[src/rtl/mouse_position_tracker_pkg.sv]
// Shared definitions for the PS/2 mouse position tracker.
// Holds default screen size, FSM state encoding and status-byte bit positions.
// No ports; imported by the tracker top and its axis accumulator.
package mouse_position_tracker_pkg;

  localparam int H_RES_DEFAULT = 640;
  localparam int V_RES_DEFAULT = 480;
  localparam int POS_W         = 10;

  typedef enum logic [1:0] {
    BYTE0  = 2'd0,
    BYTE1  = 2'd1,
    BYTE2  = 2'd2,
    UPDATE = 2'd3
  } state_t;

  // Status (first) byte layout of a standard 3-byte PS/2 mouse packet.
  localparam int LEFT_BIT   = 0;
  localparam int RIGHT_BIT  = 1;
  localparam int MIDDLE_BIT = 2;
  localparam int SYNC_BIT   = 3;
  localparam int X_SIGN_BIT = 4;
  localparam int Y_SIGN_BIT = 5;
  localparam int X_OVF_BIT  = 6;
  localparam int Y_OVF_BIT  = 7;

endpackage

[src/rtl/mouse_axis_accumulator.sv]
// Purpose: one pointer axis, current position plus 9-bit signed delta, clamped to [0, limit].
// Latency: purely combinational; the caller registers the result.
// Backpressure: none, evaluated every cycle.
// Ports: pos (current position), delta (9-bit two's complement), ovf (force delta to 0),
//        invert (subtract instead of add), limit (largest legal position), new_pos (clamped result).
module mouse_axis_accumulator
  import mouse_position_tracker_pkg::*;
(
  input  logic [POS_W-1:0] pos,
  input  logic [8:0]       delta,
  input  logic             ovf,
  input  logic             invert,
  input  logic [POS_W-1:0] limit,
  output logic [POS_W-1:0] new_pos
);

  // 11 bits signed is enough: pos never exceeds limit (< 768) and |delta| <= 256.
  logic signed [10:0] pos_s;
  logic signed [10:0] delta_s;
  logic signed [10:0] limit_s;
  logic signed [10:0] sum;

  always_comb begin
    pos_s   = signed'({1'b0, pos});
    limit_s = signed'({1'b0, limit});
    // A hardware overflow means the magnitude is unknown, so the move is discarded.
    delta_s = ovf ? 11'sd0 : signed'({{2{delta[8]}}, delta});
    sum     = invert ? (pos_s - delta_s) : (pos_s + delta_s);
    if (sum < 11'sd0) begin
      new_pos = '0;
    end else if (sum > limit_s) begin
      new_pos = limit;
    end else begin
      new_pos = sum[POS_W-1:0];
    end
  end

endmodule

[src/rtl/mouse_position_tracker.sv]
// Purpose: assemble 3-byte PS/2 mouse packets and track a clamped absolute pointer position.
// Latency: third byte strobed in cycle N -> outputs updated with new_event high in cycle N+2.
// Backpressure: none; bytes arriving outside an expected slot (bad sync, UPDATE cycle) are dropped.
// Ports: clk, rst (sync, active-high); rx_data/rx_valid (byte strobe from PS/2 receiver);
//        MOUSE_X_POS/MOUSE_Y_POS (pixels, Y=0 at top), MOUSE_LEFT/RIGHT/MIDDLE (levels),
//        new_event (one-cycle pulse on every committed packet).
module mouse_position_tracker
  import mouse_position_tracker_pkg::*;
#(
  parameter int H_RES          = H_RES_DEFAULT,
  parameter int V_RES          = V_RES_DEFAULT,
  parameter int TIMEOUT_CYCLES = 2_000_000
) (
  input  logic             clk,
  input  logic             rst,
  input  logic [7:0]       rx_data,
  input  logic             rx_valid,
  output logic [POS_W-1:0] MOUSE_X_POS,
  output logic [POS_W-1:0] MOUSE_Y_POS,
  output logic             MOUSE_LEFT,
  output logic             MOUSE_RIGHT,
  output logic             MOUSE_MIDDLE,
  output logic             new_event
);

  localparam int             GAP_W   = $clog2(TIMEOUT_CYCLES + 1);
  localparam logic [GAP_W-1:0] GAP_MAX = GAP_W'(TIMEOUT_CYCLES);

  state_t state;
  state_t state_nxt;

  // Latched packet fields.
  logic [2:0]       btn_lat;    // {middle, right, left}
  logic             x_sign;
  logic             y_sign;
  logic             x_ovf;
  logic             y_ovf;
  logic [7:0]       dx_byte;
  logic [7:0]       dy_byte;

  logic [GAP_W-1:0] gap_cnt;
  logic             timed_out;
  logic             ld_status;
  logic             ld_dx;
  logic             ld_dy;
  logic [POS_W-1:0] x_nxt;
  logic [POS_W-1:0] y_nxt;

  // Next-state and byte-load decode.
  always_comb begin
    state_nxt = state;
    ld_status = 1'b0;
    ld_dx     = 1'b0;
    ld_dy     = 1'b0;
    timed_out = (gap_cnt == GAP_MAX);
    case (state)
      BYTE0: begin
        // Only a byte carrying the always-one sync bit can start a packet.
        if (rx_valid && rx_data[SYNC_BIT]) begin
          ld_status = 1'b1;
          state_nxt = BYTE1;
        end
      end
      BYTE1: begin
        // An expired gap wins over a coincident byte: the packet is already stale.
        if (timed_out) begin
          state_nxt = BYTE0;
        end else if (rx_valid) begin
          ld_dx     = 1'b1;
          state_nxt = BYTE2;
        end
      end
      BYTE2: begin
        if (timed_out) begin
          state_nxt = BYTE0;
        end else if (rx_valid) begin
          ld_dy     = 1'b1;
          state_nxt = UPDATE;
        end
      end
      UPDATE:  state_nxt = BYTE0;
      default: state_nxt = BYTE0;
    endcase
  end

  always_ff @(posedge clk) begin
    if (rst) begin
      state <= BYTE0;
    end else begin
      state <= state_nxt;
    end
  end

  // Inter-byte gap counter: only runs while waiting inside a packet.
  always_ff @(posedge clk) begin
    if (rst) begin
      gap_cnt <= '0;
    end else if (ld_status || ld_dx || ld_dy || timed_out ||
                 !(state == BYTE1 || state == BYTE2)) begin
      gap_cnt <= '0;
    end else if (gap_cnt != GAP_MAX) begin
      gap_cnt <= gap_cnt + 1'b1;
    end
  end

  always_ff @(posedge clk) begin
    if (rst) begin
      btn_lat <= '0;
      x_sign  <= 1'b0;
      y_sign  <= 1'b0;
      x_ovf   <= 1'b0;
      y_ovf   <= 1'b0;
      dx_byte <= '0;
      dy_byte <= '0;
    end else begin
      if (ld_status) begin
        btn_lat <= {rx_data[MIDDLE_BIT], rx_data[RIGHT_BIT], rx_data[LEFT_BIT]};
        x_sign  <= rx_data[X_SIGN_BIT];
        y_sign  <= rx_data[Y_SIGN_BIT];
        x_ovf   <= rx_data[X_OVF_BIT];
        y_ovf   <= rx_data[Y_OVF_BIT];
      end
      if (ld_dx) dx_byte <= rx_data;
      if (ld_dy) dy_byte <= rx_data;
    end
  end

  mouse_axis_accumulator u_x_axis (
    .pos     (MOUSE_X_POS),
    .delta   ({x_sign, dx_byte}),
    .ovf     (x_ovf),
    .invert  (1'b0),
    .limit   (POS_W'(H_RES - 1)),
    .new_pos (x_nxt)
  );

  // PS/2 reports up as positive, screen Y grows downward.
  mouse_axis_accumulator u_y_axis (
    .pos     (MOUSE_Y_POS),
    .delta   ({y_sign, dy_byte}),
    .ovf     (y_ovf),
    .invert  (1'b1),
    .limit   (POS_W'(V_RES - 1)),
    .new_pos (y_nxt)
  );

  // Position, buttons and event strobe all move on the same edge.
  always_ff @(posedge clk) begin
    if (rst) begin
      MOUSE_X_POS  <= POS_W'(H_RES / 2);
      MOUSE_Y_POS  <= POS_W'(V_RES / 2);
      MOUSE_LEFT   <= 1'b0;
      MOUSE_RIGHT  <= 1'b0;
      MOUSE_MIDDLE <= 1'b0;
      new_event    <= 1'b0;
    end else begin
      new_event <= (state == UPDATE);
      if (state == UPDATE) begin
        MOUSE_X_POS  <= x_nxt;
        MOUSE_Y_POS  <= y_nxt;
        MOUSE_LEFT   <= btn_lat[0];
        MOUSE_RIGHT  <= btn_lat[1];
        MOUSE_MIDDLE <= btn_lat[2];
      end
    end
  end

endmodule

[config.mk]
export PLATFORM = sky130hd
export DESIGN_NAME = mouse_position_tracker
export DESIGN_NICKNAME = d
export VERILOG_FILES = /design/src/rtl/mouse_position_tracker_pkg.sv /design/src/rtl/mouse_axis_accumulator.sv /design/src/rtl/mouse_position_tracker.sv
export SDC_FILE = /design/constraint.sdc
export NUM_CORES = 1
export LEC_CHECK = 0
export CORE_MARGIN = 3
export CORE_UTILIZATION = 47
export CTS_CLUSTER_DIAMETER = 30
export DETAILED_ROUTE_END_ITERATION = 8
export GPL_TIMING_DRIVEN = 0
export MAX_ROUTING_LAYER = met4
export PLACE_DENSITY = 0.75
export SETUP_SLACK_MARGIN = 0.15
export SLEW_MARGIN = 20
export SYNTH_ARGS = -nofsm -noshare
export SYNTH_HDL_FRONTEND = slang
export SYNTH_SLANG_ARGS = --single-unit
[constraint.sdc]
create_clock -name clk -period 4.5 [get_ports clk]
set_input_delay 0.45 -clock clk [delete_from_list [all_inputs] [get_ports clk]]
set_output_delay 0.45 -clock clk [all_outputs]
set_load 0.01 [all_outputs]
==> impl_metrics.ini <==
[job]
drv_cap = 0

[clocking]
post_cts_resized = 0
ctsHoldBuffers = 0
clkLatencyLatePin_ns = 0.34
htreeDepth = 3
cts-root-buf = clkbuf_8
postCtsSetupBuffers = 0
cts_buffers = 9
cts_tree = done
clkSinkCount = 70
cts.path.max_buffers = 2
path_clk_slew_ns = 0.08

[die]
row_count = 33
fp.dieArea_mm2 = 0.009713
core_area_mm2 = 0.008258
dieWidth_um = 98.56
ioPinCount = 35
die_h_um = 98.56
initial_core_util_pct = 48.76

[logic_synthesis]
synthFlopType = dfxtp_1
syn_inst = 474
syn_area_mm2 = 0.004026
synth_seq_cells = 70
postSynth.asyncResetShare_pct = 0
synth_area_per_cell_um2 = 8.494
synth_nets = 516
synth_edf_count = 0
synth_cell_types = 64
ys_seq_area_share_pct = 34.80
synth_warnings = 0

[route]
post_drt_wl_per_cell_um = 14.43
wl_met1_um = 3940
detail_route.first_pass.iterations = 4
drc = 0
wl_met3_um = 458
drt-initial-drc-count = 173
num_vias = 3500
routed_wl_um = 9060
maxUsedRoutingLayer = met4
wl_met2_um = 4478
drtAntennaViolNets = 0
vias_per_cell = 5.573

[placement]
gp_congestion = 0.8948
place_ws_ns = 1.604
port_buffers = 33
hpwl_um = 6896

[timing]
finalCriticalPeriod_ns = 2.913
slew_headroom_pct = 56.98
slew_viol_final = 0
finalClockSkew_ns = 0.009163
finalHoldViolCount = 0
rsz0062_at_grt = no
setup_tns_ns = 0
fin_ws_ns = 1.587
tightest_slew_ns = 0.6453
fin_crit_sh_pct = 64.74
fmax_mhz = 343.3
setup_violations = 0

[final_layout]
multi_input_comb_area_mm2 = 0.002475
nets = 560
antenna_cells = 0
nFillCells = 761
area_growth_pct = 17.37
drive_gt1_share_pct = 6.692
seq_area_mm2 = 0.001401

[power]
p_per_area_mw_per_mm2 = 296.5
ir_worst_vdd_uv = 271.5
leakage_uw = 0.001750

[critical_path]
arrival_ns = 3.15
worstSetupPathType = register to register
path_max_fanout = 10
startpoint_type = register
worstSetupEndpointType = register
worstPathRequired_ns = 4.74

[worst_hold_path]
min_path_type = register to register

[outcome]
status = complete, no violations

[global_route]
antenna_found_initial = 0
grt_max_degree = 13
overflow = 0
grt_pass1_vias = 3322
grt.total_usage_pct = 20.13
grt_pass1_wl_um = 15480
-- cell usage after synthesis, drive strengths merged (3+ instances only) --
cell,number,share of area [%]
buf,7,1.1
and3,6,0.93
nor2,46,4.3
xnor2,14,3.0
inv,19,1.8
nor3,3,0.37
a21oi,48,6.2
clkbuf,9,0.84
a21o,6,1.1
nand2b,15,2.3
nand4,3,0.47
nand2,65,6.9
and2,6,0.93
a32o,5,1.2
o21ai,12,1.5
o211ai,8,1.6
nand3,25,3.1
nand3b,4,0.75
xor2,19,4.8
a31o,3,0.65
dfxtp,70,35
mux2i,7,1.7
ha,29,9.0
nor2b,11,1.7
-- final timing paths --
check / from / endpoint / slack, ns / cells after the start
worst min-delay path: dx_byte[6] / dx_byte[6] / 0.46 / 2
worst max register to register: y_ovf / MOUSE_Y_POS[5] / 1.59 / 10
worst min register to register: dx_byte[6] / dx_byte[6] / 0.46 / 2
worst max-delay path: y_ovf / MOUSE_Y_POS[5] / 1.59 / 10
-- final cells by class --
| cell class | instances | area share (%) |
|---|---|---|
| clock buffers | 10 | 2.701 |
| well taps | 105 | 2.780 |
| clock inverters | 6 | 2.330 |
| inverters | 19 | 1.509 |
| plain buffers | 16 | 1.668 |
| flip-flops and latches | 70 | 29.65 |
| repair buffers | 33 | 6.990 |
| multi-input cells | 369 | 52.37 |
-- cells in the final DEF, fill, tap and decap left out, drive strengths merged, types with 7 or more instances in the layout --
master,synthesis,routed
o21ai,12,12
nand3,25,25
clkbuf,9,19
o211ai,8,8
nor2b,11,11
xor2,19,19
a21oi,48,48
nor2,46,46
mux2i,7,7
ha,29,29
nand2,65,65
inv,19,19
dfxtp,70,70
nand2b,15,15
xnor2,14,14
buf,7,7
clkdlybuf4s50,0,33
-- where the power goes --
part / total (µW) / internal, µW / switching, µW
Combinational: 155 / 57.1 / 97.4
Clock: 607 / 367 / 240
Sequential: 639 / 631 / 8.18
-- critical path, stage by stage, from the launching register on --
cell and delay (ns):
dfxtp_1 0.31, clkbuf_1 0.26, nor2b_1 0.09, ha_1 0.22, fa_1 0.41, nand3b_1 0.22, nand4b_1 0.12, nand3b_1 0.11
or3b_1 0.37, o41a_1 0.42, a41o_1 0.27
-- sequential cells by signal (all words and copies together) (netlist names) --
register and flops:
btn_lat 3, MOUSE_LEFT 1, new_event 1, x_sign 1
y_sign 1, gap_cnt 21, MOUSE_X_POS 10, dy_byte 8
MOUSE_Y_POS 10, state 2, MOUSE_MIDDLE 1, dx_byte 8
x_ovf 1, y_ovf 1, MOUSE_RIGHT 1
-- stage by stage --
stage / instance area [µm²] / utilization, % / total power (µW) / instances / hold slack, ns
after floorplan: 4026 / - / 762.6 / 474 / 0.4318
after detailed placement: 4488 / 54.35 / 806.5 / 612 / 0.4473
final: 4726 / 57.23 / 1401 / 628 / 0.4562
after global placement: 4488 / 54.35 / 801.4 / 612 / 0.4401
after global routing: 4726 / 57.23 / 1462 / 628 / 0.4719
after CTS: 4726 / 57.23 / 1411 / 628 / 0.4566
-- cell families (layout without fill, tap and decap cells) --
logic type / Yosys count / in the layout / synth area share, %
flip-flops: 70 / 70 / 34.80
multiplexers: 7 / 7 / 1.740
buffers and inverters: 35 / 84 / 3.729
AO/OA/AOI/OAI: 106 / 106 / 18.34
XOR/XNOR: 33 / 33 / 7.831
adder cells (fa/ha/maj): 31 / 31 / 10.01
AND/OR/NAND/NOR: 192 / 192 / 23.56
-- per-layer routing --
| layer | up-vias | global-route usage [%] |
|---|---|---|
| met5 | - | - |
| met1 | 1659 | 24.24 |
| met2 | 86 | 33.18 |
| met4 | 0 | 6.723 |
| li1 | 1738 | - |
| met3 | 17 | 4.812 |
No activity file was read; power rests on OpenSTA's default activity.
